<file path="src/rtl/hub75_column_driver.sv">
// HUB75 column driver: captures one upper/lower column pair per scan line and
// drives it to the panel using binary-code modulation over RGB_RES/3 bit planes.
module hub75_column_driver #(
   parameter int unsigned NUM_ROWS      = 64,
   parameter int unsigned SCAN_RATE     = 32,
   parameter int unsigned RGB_RES       = 9,
   parameter int unsigned BASE_TIME     = 8,
   parameter int unsigned READY_TIMEOUT = 1024
) (
   input  logic                                  clk_in,
   input  logic                                  rst_in,
   input  logic [1:0][NUM_ROWS-1:0][RGB_RES-1:0] columns,
   input  logic [$clog2(SCAN_RATE)-1:0]          col_num1,
   input  logic                                  data_valid,
   output logic                                  hub75_ready,
   output logic [$clog2(SCAN_RATE)-1:0]          hub75_addr,
   output logic                                  hub75_r0,
   output logic                                  hub75_g0,
   output logic                                  hub75_b0,
   output logic                                  hub75_r1,
   output logic                                  hub75_g1,
   output logic                                  hub75_b1,
   output logic                                  hub75_clk,
   output logic                                  hub75_lat,
   output logic                                  hub75_oe,
   output logic                                  busy
);

   localparam int unsigned ADDR_W   = $clog2(SCAN_RATE);
   localparam int unsigned BP       = RGB_RES / 3;
   localparam int unsigned PIX_W    = (NUM_ROWS > 1) ? $clog2(NUM_ROWS) : 1;
   localparam int unsigned PLANE_W  = (BP > 1) ? $clog2(BP) : 1;
   localparam int unsigned DISP_MAX = BASE_TIME << (BP - 1);
   localparam int unsigned TMO_MAX  = READY_TIMEOUT - 1;
   localparam int unsigned TMR_MAX  = (DISP_MAX > TMO_MAX) ? DISP_MAX : TMO_MAX;
   localparam int unsigned TMR_W    = $clog2(TMR_MAX + 1);

   typedef enum logic [2:0] {
      S_REQ     = 3'd0,
      S_WAIT    = 3'd1,
      S_SHIFT   = 3'd2,
      S_LATCH   = 3'd3,
      S_DISPLAY = 3'd4
   } state_t;

   state_t                                r_state, w_state_nxt;
   logic [PLANE_W-1:0]                    r_plane, w_plane_nxt;
   logic [PIX_W-1:0]                      r_pixel, w_pixel_nxt;
   logic                                  r_phase, w_phase_nxt;
   logic [TMR_W-1:0]                      r_timer, w_timer_nxt;
   logic                                  w_capture;

   logic [1:0][NUM_ROWS-1:0][RGB_RES-1:0] r_cols;
   logic [ADDR_W-1:0]                     r_col_num;

   logic                                  r_ready, w_ready;
   logic [ADDR_W-1:0]                     r_addr, w_addr;
   logic [2:0]                            r_rgb0, w_rgb0;
   logic [2:0]                            r_rgb1, w_rgb1;
   logic                                  r_hclk, w_hclk;
   logic                                  r_lat, w_lat;
   logic                                  r_oe, w_oe;
   logic                                  r_busy, w_busy;

   logic [TMR_W-1:0]                      w_disp_len;
   logic                                  w_disp_last;
   logic [BP-1:0]                         w_up_r, w_up_g, w_up_b;
   logic [BP-1:0]                         w_lo_r, w_lo_g, w_lo_b;

   // Plane p is displayed for BASE_TIME<<p cycles.
   assign w_disp_len  = TMR_W'(BASE_TIME) << r_plane;
   assign w_disp_last = (r_timer == (w_disp_len - TMR_W'(1)));

   assign w_up_r = r_cols[0][r_pixel][2*BP +: BP];
   assign w_up_g = r_cols[0][r_pixel][BP   +: BP];
   assign w_up_b = r_cols[0][r_pixel][0    +: BP];
   assign w_lo_r = r_cols[1][r_pixel][2*BP +: BP];
   assign w_lo_g = r_cols[1][r_pixel][BP   +: BP];
   assign w_lo_b = r_cols[1][r_pixel][0    +: BP];

   // State and sequencing counters.
   always_ff @(posedge clk_in) begin
      if (rst_in) begin
         r_state <= S_REQ;
         r_plane <= '0;
         r_pixel <= '0;
         r_phase <= 1'b0;
         r_timer <= '0;
      end else begin
         r_state <= w_state_nxt;
         r_plane <= w_plane_nxt;
         r_pixel <= w_pixel_nxt;
         r_phase <= w_phase_nxt;
         r_timer <= w_timer_nxt;
      end
   end

   // Capture registers only load from WAIT, so strobes elsewhere are ignored.
   always_ff @(posedge clk_in) begin
      if (w_capture) begin
         r_cols    <= columns;
         r_col_num <= col_num1;
      end
   end

   always_comb begin
      w_state_nxt = r_state;
      w_plane_nxt = r_plane;
      w_pixel_nxt = r_pixel;
      w_phase_nxt = r_phase;
      w_timer_nxt = r_timer;
      w_capture   = 1'b0;
      case (r_state)
         S_REQ: begin
            w_timer_nxt = '0;
            w_state_nxt = S_WAIT;
         end
         S_WAIT: begin
            if (data_valid) begin
               w_capture   = 1'b1;
               w_plane_nxt = '0;
               w_pixel_nxt = '0;
               w_phase_nxt = 1'b0;
               w_timer_nxt = '0;
               w_state_nxt = S_SHIFT;
            end else if (r_timer == TMR_W'(TMO_MAX)) begin
               w_state_nxt = S_REQ;
            end else begin
               w_timer_nxt = r_timer + TMR_W'(1);
            end
         end
         S_SHIFT: begin
            if (!r_phase) begin
               w_phase_nxt = 1'b1;
            end else begin
               w_phase_nxt = 1'b0;
               if (r_pixel == PIX_W'(NUM_ROWS - 1)) begin
                  w_state_nxt = S_LATCH;
               end else begin
                  w_pixel_nxt = r_pixel + PIX_W'(1);
               end
            end
         end
         S_LATCH: begin
            w_timer_nxt = '0;
            w_state_nxt = S_DISPLAY;
         end
         S_DISPLAY: begin
            if (w_disp_last) begin
               w_timer_nxt = '0;
               if (r_plane == PLANE_W'(BP - 1)) begin
                  w_state_nxt = S_REQ;
               end else begin
                  w_plane_nxt = r_plane + PLANE_W'(1);
                  w_pixel_nxt = '0;
                  w_phase_nxt = 1'b0;
                  w_state_nxt = S_SHIFT;
               end
            end else begin
               w_timer_nxt = r_timer + TMR_W'(1);
            end
         end
         default: begin
            w_state_nxt = S_REQ;
         end
      endcase
   end

   // Panel outputs decoded from the current state, registered one cycle later.
   always_comb begin
      w_ready = 1'b0;
      w_addr  = r_addr;
      w_rgb0  = r_rgb0;
      w_rgb1  = r_rgb1;
      w_hclk  = 1'b0;
      w_lat   = 1'b0;
      w_oe    = 1'b1;
      w_busy  = 1'b1;
      case (r_state)
         S_REQ: begin
            w_ready = 1'b1;
            w_busy  = 1'b0;
         end
         S_WAIT: begin
            w_busy = 1'b0;
         end
         S_SHIFT: begin
            w_rgb0 = {w_up_r[r_plane], w_up_g[r_plane], w_up_b[r_plane]};
            w_rgb1 = {w_lo_r[r_plane], w_lo_g[r_plane], w_lo_b[r_plane]};
            w_hclk = r_phase;
         end
         S_LATCH: begin
            w_lat  = 1'b1;
            w_addr = r_col_num;
         end
         S_DISPLAY: begin
            w_oe = 1'b0;
         end
         default: begin
            w_busy = 1'b0;
         end
      endcase
   end

   always_ff @(posedge clk_in) begin
      if (rst_in) begin
         r_ready <= 1'b0;
         r_addr  <= '0;
         r_rgb0  <= '0;
         r_rgb1  <= '0;
         r_hclk  <= 1'b0;
         r_lat   <= 1'b0;
         r_oe    <= 1'b1;
         r_busy  <= 1'b0;
      end else begin
         r_ready <= w_ready;
         r_addr  <= w_addr;
         r_rgb0  <= w_rgb0;
         r_rgb1  <= w_rgb1;
         r_hclk  <= w_hclk;
         r_lat   <= w_lat;
         r_oe    <= w_oe;
         r_busy  <= w_busy;
      end
   end

   assign hub75_ready = r_ready;
   assign hub75_addr  = r_addr;
   assign hub75_r0    = r_rgb0[2];
   assign hub75_g0    = r_rgb0[1];
   assign hub75_b0    = r_rgb0[0];
   assign hub75_r1    = r_rgb1[2];
   assign hub75_g1    = r_rgb1[1];
   assign hub75_b1    = r_rgb1[0];
   assign hub75_clk   = r_hclk;
   assign hub75_lat   = r_lat;
   assign hub75_oe    = r_oe;
   assign busy        = r_busy;

endmodule

</file>
<file path="config.mk">
export PLATFORM = sky130hd
export DESIGN_NAME = hub75_column_driver
export DESIGN_NICKNAME = d
export VERILOG_FILES = /design/src/rtl/hub75_column_driver.sv
export SDC_FILE = /design/constraint.sdc
export NUM_CORES = 1
export LEC_CHECK = 0
export ABC_AREA = 0
export CORE_AREA = 2 2 463 465
export DETAILED_ROUTE_END_ITERATION = 12
export DIE_AREA = 0 0 465 467
export GPL_TIMING_DRIVEN = 0
export MAX_ROUTING_LAYER = met4
export SLEW_MARGIN = 20
export SYNTH_ARGS = -nofsm -noshare
export SYNTH_HDL_FRONTEND = slang
export SYNTH_SLANG_ARGS = --single-unit
</file>
<file path="constraint.sdc">
create_clock -name clk_in -period 255.7 [get_ports clk_in]
set_input_delay 51.14 -clock clk_in [delete_from_list [all_inputs] [get_ports clk_in]]
set_output_delay 51.14 -clock clk_in [all_outputs]
set_load 0.01 [all_outputs]
</file>
==> results.md <==
- Post-synthesis compound-gate area fraction: 4.23%
- # nets final: 4,790
- PortBufs: 1,175
- Place WS: 199.76 ns
- Final worst slack: 200.52 ns
- Clock sink count: 1,195
- Slew margin rel.: 23.3%
- Synth-to-layout area growth: 45.8%
- Pwr per Cell Area: 7.37 nW/um2
- Fmax: 18.1 MHz
- Final min period: 55.18 ns
- Wire per inst: 34.7 um
- CP required: 256.19 ns
- Synth Area in Simple Gates: 1.85%
- Max incr delay on CP: 0.56 ns
- Syn. warnings: 0
- Mux cell area share after synthesis: 14.4%
- Largest family of logic cells by synthesized area: multiplexers
- Synth Instances: 2,165
- Yosys reg bits: 1,195
- Vias per Instance: 4.39
- Critical path class: input port to register
- Final Slew Violations: 0
- IO Count: 1,176
- Final Skew: 0.0322 ns
- Area share of fa/ha/maj cells after synthesis: 0.244%
- Sequential-to-total area share from yosys stat: 77.0%
- Starting Density: 21.8%
- Core area: 212,000 um2
- HP Class: register to register
- Clk Latency, worst-skew pair: 0.80 ns
- Hold buffer count at CTS: 0
- P_leak: 21.7 nW
- Worst-path maximum fanout: 11
- WL final: 229,000 um
- Mapped Nets: 3,334
- Final period util: 21.6%
- Outcome: completed
- Maximum vdd ir drop: 7.82 uV
- Commonest non-fill, non-tap cell in the layout: clkdlybuf4s50_1
- Die Area: 217,000 um2
- Cell Area, Synth: 46,100 um2
- Synth Area in XOR/XNOR: 0.323%
- Post-CTS Resized: 0
- Post-DRT Antenna Nets: 0
- Cell Chain, Critical Path: clkdlybuf4s50_1 > nand2_1 > nor3_2 > buf_4 > buf_4 > buf_4 > buf_4 > buf_4 > buf_6 > buf_4 > buf_4 > buf_4 > buf_6 > buf_4 > buf_4 > buf_6 > buf_4 > buf_4 > buf_4
- DP HPWL: 184,000 um
- Filler cell count: 20,630
- Final setup violating endpoints: 0
- Critical Path Sink Type: register
- Slowest-stage cell, CP: nor3_2
- Final Hold Viols: 0
- Cts bufs inserted: 142
- Num rows: 169
- Drt initial violations: 3,275
- Crit path DAT: 55.66 ns
- CTS root buf: clkbuf_16
- Layout cell share with drive strength beyond 1: 18.7%
- All-Layer GR Usage: 21.1%
- CP startpoint kind: input port
- Worst slew pin tran: 1.15 ns
- CTS max path bufs: 3
- Fin cells: 6,592
- Die X: 465 um
- Worst-path clk slew: 0.06 ns
- Ys async rst share: 0%
- Worst Path Buf+Inv: 17
- Commonest non-fill, non-tap cells in the layout: clkdlybuf4s50_1 (1,175), edfxtp_1 (1,157), mux4_2 (229)
- Number of global-route vias before repair: 30,258
- Initial antenna violation count: 91
- First drt pass iteration count: 6
- Grt ovf: 0
- Avg Inst Size Synth: 21.3 um2
- Setup TNS: 0 ns
- Setup bufs post-CTS: 0
- Post-synth EDFFs: 1,157
- CTS H-tree depth: 4
- TritonCTS clock tree: done
- Crit path max-delay family: buffers and inverters
- Post-synth cell types: 68
- Largest net degree at the start of global routing: 17
- Primary FF master, synth: edfxtp_1
- Vias: 28,969
- Max-cap violations: 0
- Worst path most repeated cell: buf_4
- Chip height: 467 um
- DR DRC count: 0
- Placer Congestion: 0.889
- First-pass GRT wire length: 289,000 um
- RSZ-0062 raised after global routing: no
- Cells after DPL: 6,297
-- per-stage QoR --
stage               hold WS, ns  utilization [%]  instance area, um2  total power, mW
floorplan                 0.453                -               46100            0.298
global placement          0.466             29.0               61400            0.352
detailed placement        0.475             29.6               62600            0.302
CTS                       0.501             31.7               67100            0.502
global route              0.530             31.7               67200            0.512
finish                    0.498             31.8               67200            0.495
-- layout make-up --
class	instances	area (um2)	area share, %
multi-input combinational	842	9720	14.5
inverter	8	30.0	0.0447
tap	2821	3530	5.25
buffer	120	902	1.34
timing repair buffer	1312	13000	19.3
sequential	1195	35500	52.8
antenna	42	105	0.156
clock buffer	171	3700	5.51
clock inverter	81	782	1.16
-- tightest hold or removal path: stages, from the launching register on --
cell      delay, ns
edfxtp_1       0.33
mux2i_1        0.07
nor2_1         0.07
-- state kept, by name (all words and copies together), names as in the netlist --
signal	flops
r_cols	1152
hub75_oe	1
hub75_lat	1
busy	1
r_pixel	6
hub75_addr	5
r_timer	10
r_rgb0	3
hub75_ready	1
r_rgb1	3
r_phase	1
r_plane	2
hub75_clk	1
r_state	3
r_col_num	5
-- cell usage after synthesis, drive strengths merged (3+ instances only) --
master | count | area [um2]
clkbuf | 30 | 116
a221oi | 36 | 372
or2 | 3 | 18.8
nor3 | 10 | 50.1
ha | 9 | 113
a221o | 6 | 60.1
inv | 8 | 30.0
xnor2 | 6 | 52.6
nor4 | 5 | 37.5
nor2 | 61 | 229
a311oi | 13 | 114
nand2b | 6 | 37.5
nand4 | 7 | 43.8
and2 | 5 | 31.3
and3 | 3 | 18.8
dfxtp | 38 | 761
nor2b | 13 | 81.3
o22ai | 19 | 119
a31oi | 6 | 37.5
mux2i | 142 | 1420
a211oi | 15 | 118
buf | 88 | 751
nand3 | 12 | 60.1
xor2 | 11 | 96.3
nand2 | 39 | 146
a21oi | 52 | 260
a22o | 10 | 87.6
o21ai | 29 | 145
a22oi | 41 | 308
o221ai | 14 | 123
nand3b | 4 | 30.0
mux4 | 231 | 5210
edfxtp | 1157 | 34700
o211ai | 8 | 60.1
-- where the power goes --
group	total, mW	leakage (nW)	switching, mW	internal [mW]
Clock	0.199	2.17	0.0859	0.113
Sequential	0.232	11.0	0.00385	0.229
Combinational	0.0638	8.53	0.0311	0.0327
Total	0.495	21.7	0.121	0.374
-- worst paths after layout --
kind | from | end | slack, ns | depth (start not counted)
min reg2reg | r_col_num[4]$_DFFE_PP_ | hub75_addr[4]$_SDFFE_PP0P_ | 0.50 | 2
min | r_col_num[4]$_DFFE_PP_ | hub75_addr[4]$_SDFFE_PP0P_ | 0.50 | 2
max | data_valid | r_cols[711]$_DFFE_PP_ | 200.52 | 19
max reg2reg | r_state[2]$_SDFFE_PP0P_ | r_cols[711]$_DFFE_PP_ | 250.91 | 18
-- routing by layer --
layer | up-vias | track usage (%) | wire [um]
li1 | 12120 | - | -
met1 | 14978 | 24.9 | 89800
met2 | 1572 | 36.0 | 116000
met3 | 299 | 5.08 | 17500
met4 | 0 | 5.48 | 5600
met5 | - | - | 0
-- kinds of logic (layout without fill, tap and decap cells) --
kind of cell	after synthesis	after routing
flip-flops	1195	1195
AO/OA/AOI/OAI	266	266
buffers and inverters	128	1692
multiplexers	373	373
XOR/XNOR	17	17
other	0	42
adder cells (fa/ha/maj)	9	9
AND/OR/NAND/NOR	177	177
Power figures use the tool's default switching activity.
==> RTL edit (same settings) <==
Encoding of `state_t`: now one-hot (5 bits for 5 states).
--- a/src/rtl/hub75_column_driver.sv
+++ b/src/rtl/hub75_column_driver.sv
@@ -35,12 +35,12 @@
    localparam int unsigned TMR_MAX  = (DISP_MAX > TMO_MAX) ? DISP_MAX : TMO_MAX;
    localparam int unsigned TMR_W    = $clog2(TMR_MAX + 1);
 
-   typedef enum logic [2:0] {
-      S_REQ     = 3'd0,
-      S_WAIT    = 3'd1,
-      S_SHIFT   = 3'd2,
-      S_LATCH   = 3'd3,
-      S_DISPLAY = 3'd4
+   typedef enum logic [4:0] {
+      S_REQ     = 5'b00001,
+      S_WAIT    = 5'b00010,
+      S_SHIFT   = 5'b00100,
+      S_LATCH   = 5'b01000,
+      S_DISPLAY = 5'b10000
    } state_t;
 
    state_t                                r_state, w_state_nxt;
Check against the original RTL: same outputs for any inputs over 4 cycles, from zero or initial values and one cycle with rst_in high; so few cycles prove little.
==> RTL edit against the original RTL <==
Setup slack improved by 1.5 ns. Total power fell by 3.1%. Combinational power fell by 33%. First-iteration DRC count fell by 5.7%. Routed wire length rose by 1.1%. Final area rose by 1.1%. Synthesized area rose by 0.46%. Non-clock buffer count fell by 64. Sequential cell count rose by 2. Critical path type unchanged.
==> RTL edit: results (changes against the original RTL) <==
Outcome
  – Status: completed

Finish
  – Layout cells sized above 1: 15.9% (-2.8 points)
  – Final Net Count: 4814 (+0.50%)
  – Final-layout fill cell count: 20600 (-0.34%)
  – Non-Filler Instances: 6634 (+0.64%)

Synthesis
  – Mapped Nets: 3428 (+2.8%)
  – Sequential share of the synthesized area: 76.7% (-0.27 points)
  – Mapped Cells: 2261 (+4.4%)
  – Synth top cells by count: edfxtp_1, mux2i_1, mux4_2, nand2_1, o22ai_1
  – Main synth FF type: edfxtp_1
  – Top cells by area, synth: edfxtp_1, mux4_2, mux2i_1, dfxtp_1, o22ai_1
  – Post-synth top area share: 75.0% (-0.35 points)
  – Synth unique cells: 76 (+12%)
  – Post-synth EDFFs: 1157 (unchanged)

Timing
  – Worst Skew: 0.0394 ns (+0.00724 ns)
  – Worst-Margin Slew: 1.30 ns (+0.150 ns)
  – Hold WS: 0.502 ns (+0.00373 ns)
  – Fin Setup TNS: 0 ns (unchanged)

Clock tree
  – Clock tree root driver cell: clkbuf_16
  – CTS Buf Count: 139 (-2.1%)

Placed design
  – Global placement routability congestion: 0.875 (-1.6%)
  – Placement Cell Area: 63200 µm² (+0.94%)
  – Setup WS pre-CTS: 201.13 ns (+1.37 ns)
  – Dpl cells: 6326 (+0.46%)
  – Post-DP HPWL: 186000 µm (+0.70%)

Global routing
  – First-pass GRT wire length: 292000 µm (+1.3%)
  – Global-route usage over all layers: 21.3% (+0.21 points)
  – Initial antenna violation count: 89 (-2.2%)
  – Largest net degree at the start of global routing: 31 (+14)
  – Vias in the first global route: 30400 (+0.37%)

Critical path
  – CP peak stage delay: 0.58 ns (+0.02 ns)
  – Critical path fanouts, max: 28 (+17)
  – Reg-to-reg setup timing slack: 250.77 ns (-0.14 ns)
  – Worst EP arrival: 54.20 ns (-1.46 ns)
  – Cells on worst reg2reg path: 11 (-7)
  – Worst reg2reg startpoint: r_pixel[0]$_SDFFE_PP0P_
  – CP top delay family: buffers and inverters
  – Slowest cell on crit path: nor2_4

Routing
  – Drt first-iter violations: 3087 (-5.7%)
  – Post-DR wirelength/cell: 34.9 µm (+0.49%)

Hold path
  – Worst hold path type: register to register
  – Hold Crit Endpoint: hub75_addr[0]$_SDFFE_PP0P_

Power
  – Peak supply drop: 0.00000828 V (+5.9%)
  – Leak: 21.5 nW (-0.93%)
[RTL edit: cell types whose count changed after synthesis, moves of 20 or more]
cell     change
nand2_1     +27
buf_2       -20
mux2i_1     +72
mux4_2      -45
a21oi_1     -24
o22ai_1     +23
nor2_1      -20
a22oi_1     -27
[RTL edit: worst max path at each step]
stage                     depth (start not counted)  slack, ns                endpoint  startpoint
final                                            12     202.01   r_cols[771]$_DFFE_PP_  data_valid
after global placement                            3     132.92  r_cols[1121]$_DFFE_PP_  data_valid
after CTS                                        12     202.02   r_cols[735]$_DFFE_PP_  data_valid
after global routing                             12     201.89   r_cols[771]$_DFFE_PP_  data_valid
after floorplan                                   2     154.25  r_col_num[0]$_DFFE_PP_  data_valid
after detailed placement                         12     201.13   r_cols[159]$_DFFE_PP_  data_valid
[RTL edit: cell families after synthesis]
group / count (synthesis) / synth area share (%)
xor+xnor: 20 / 0.378
fa+ha+maj: 7 / 0.189
compound gates: 262 / 4.00
mux: 421 / 14.4
simple gates: 220 / 2.46
flops: 1197 / 76.7
buf+inv: 134 / 1.86
[RTL edit: power by group]
| group | leakage [nW] | internal, mW | switching, mW |
|---|---|---|---|
| clock network | 2.21 | 0.114 | 0.0873 |
| logic | 8.50 | 0.0242 | 0.0184 |
| registers | 10.8 | 0.232 | 0.00433 |
[RTL edit: layout make-up]
type	instances	area, µm²	area share (%)
timing repair buffer	1245	13300	19.5
multi-input combinational	930	9980	14.7
antenna	53	133	0.195
buffer	123	852	1.25
clock buffer	174	3630	5.34
sequential	1197	35500	52.3
tap	2821	3530	5.19
inverter	11	41.3	0.0607
clock inverter	80	1000	1.47
[RTL edit: layer usage]
layer	vias up	track usage, %	part of all wire [%]
li1	12300	-	-
met4	0	5.80	2.7
met2	1652	33.9	47
met1	15100	26.7	42
met3	276	5.78	8.1
met5	-	-	0
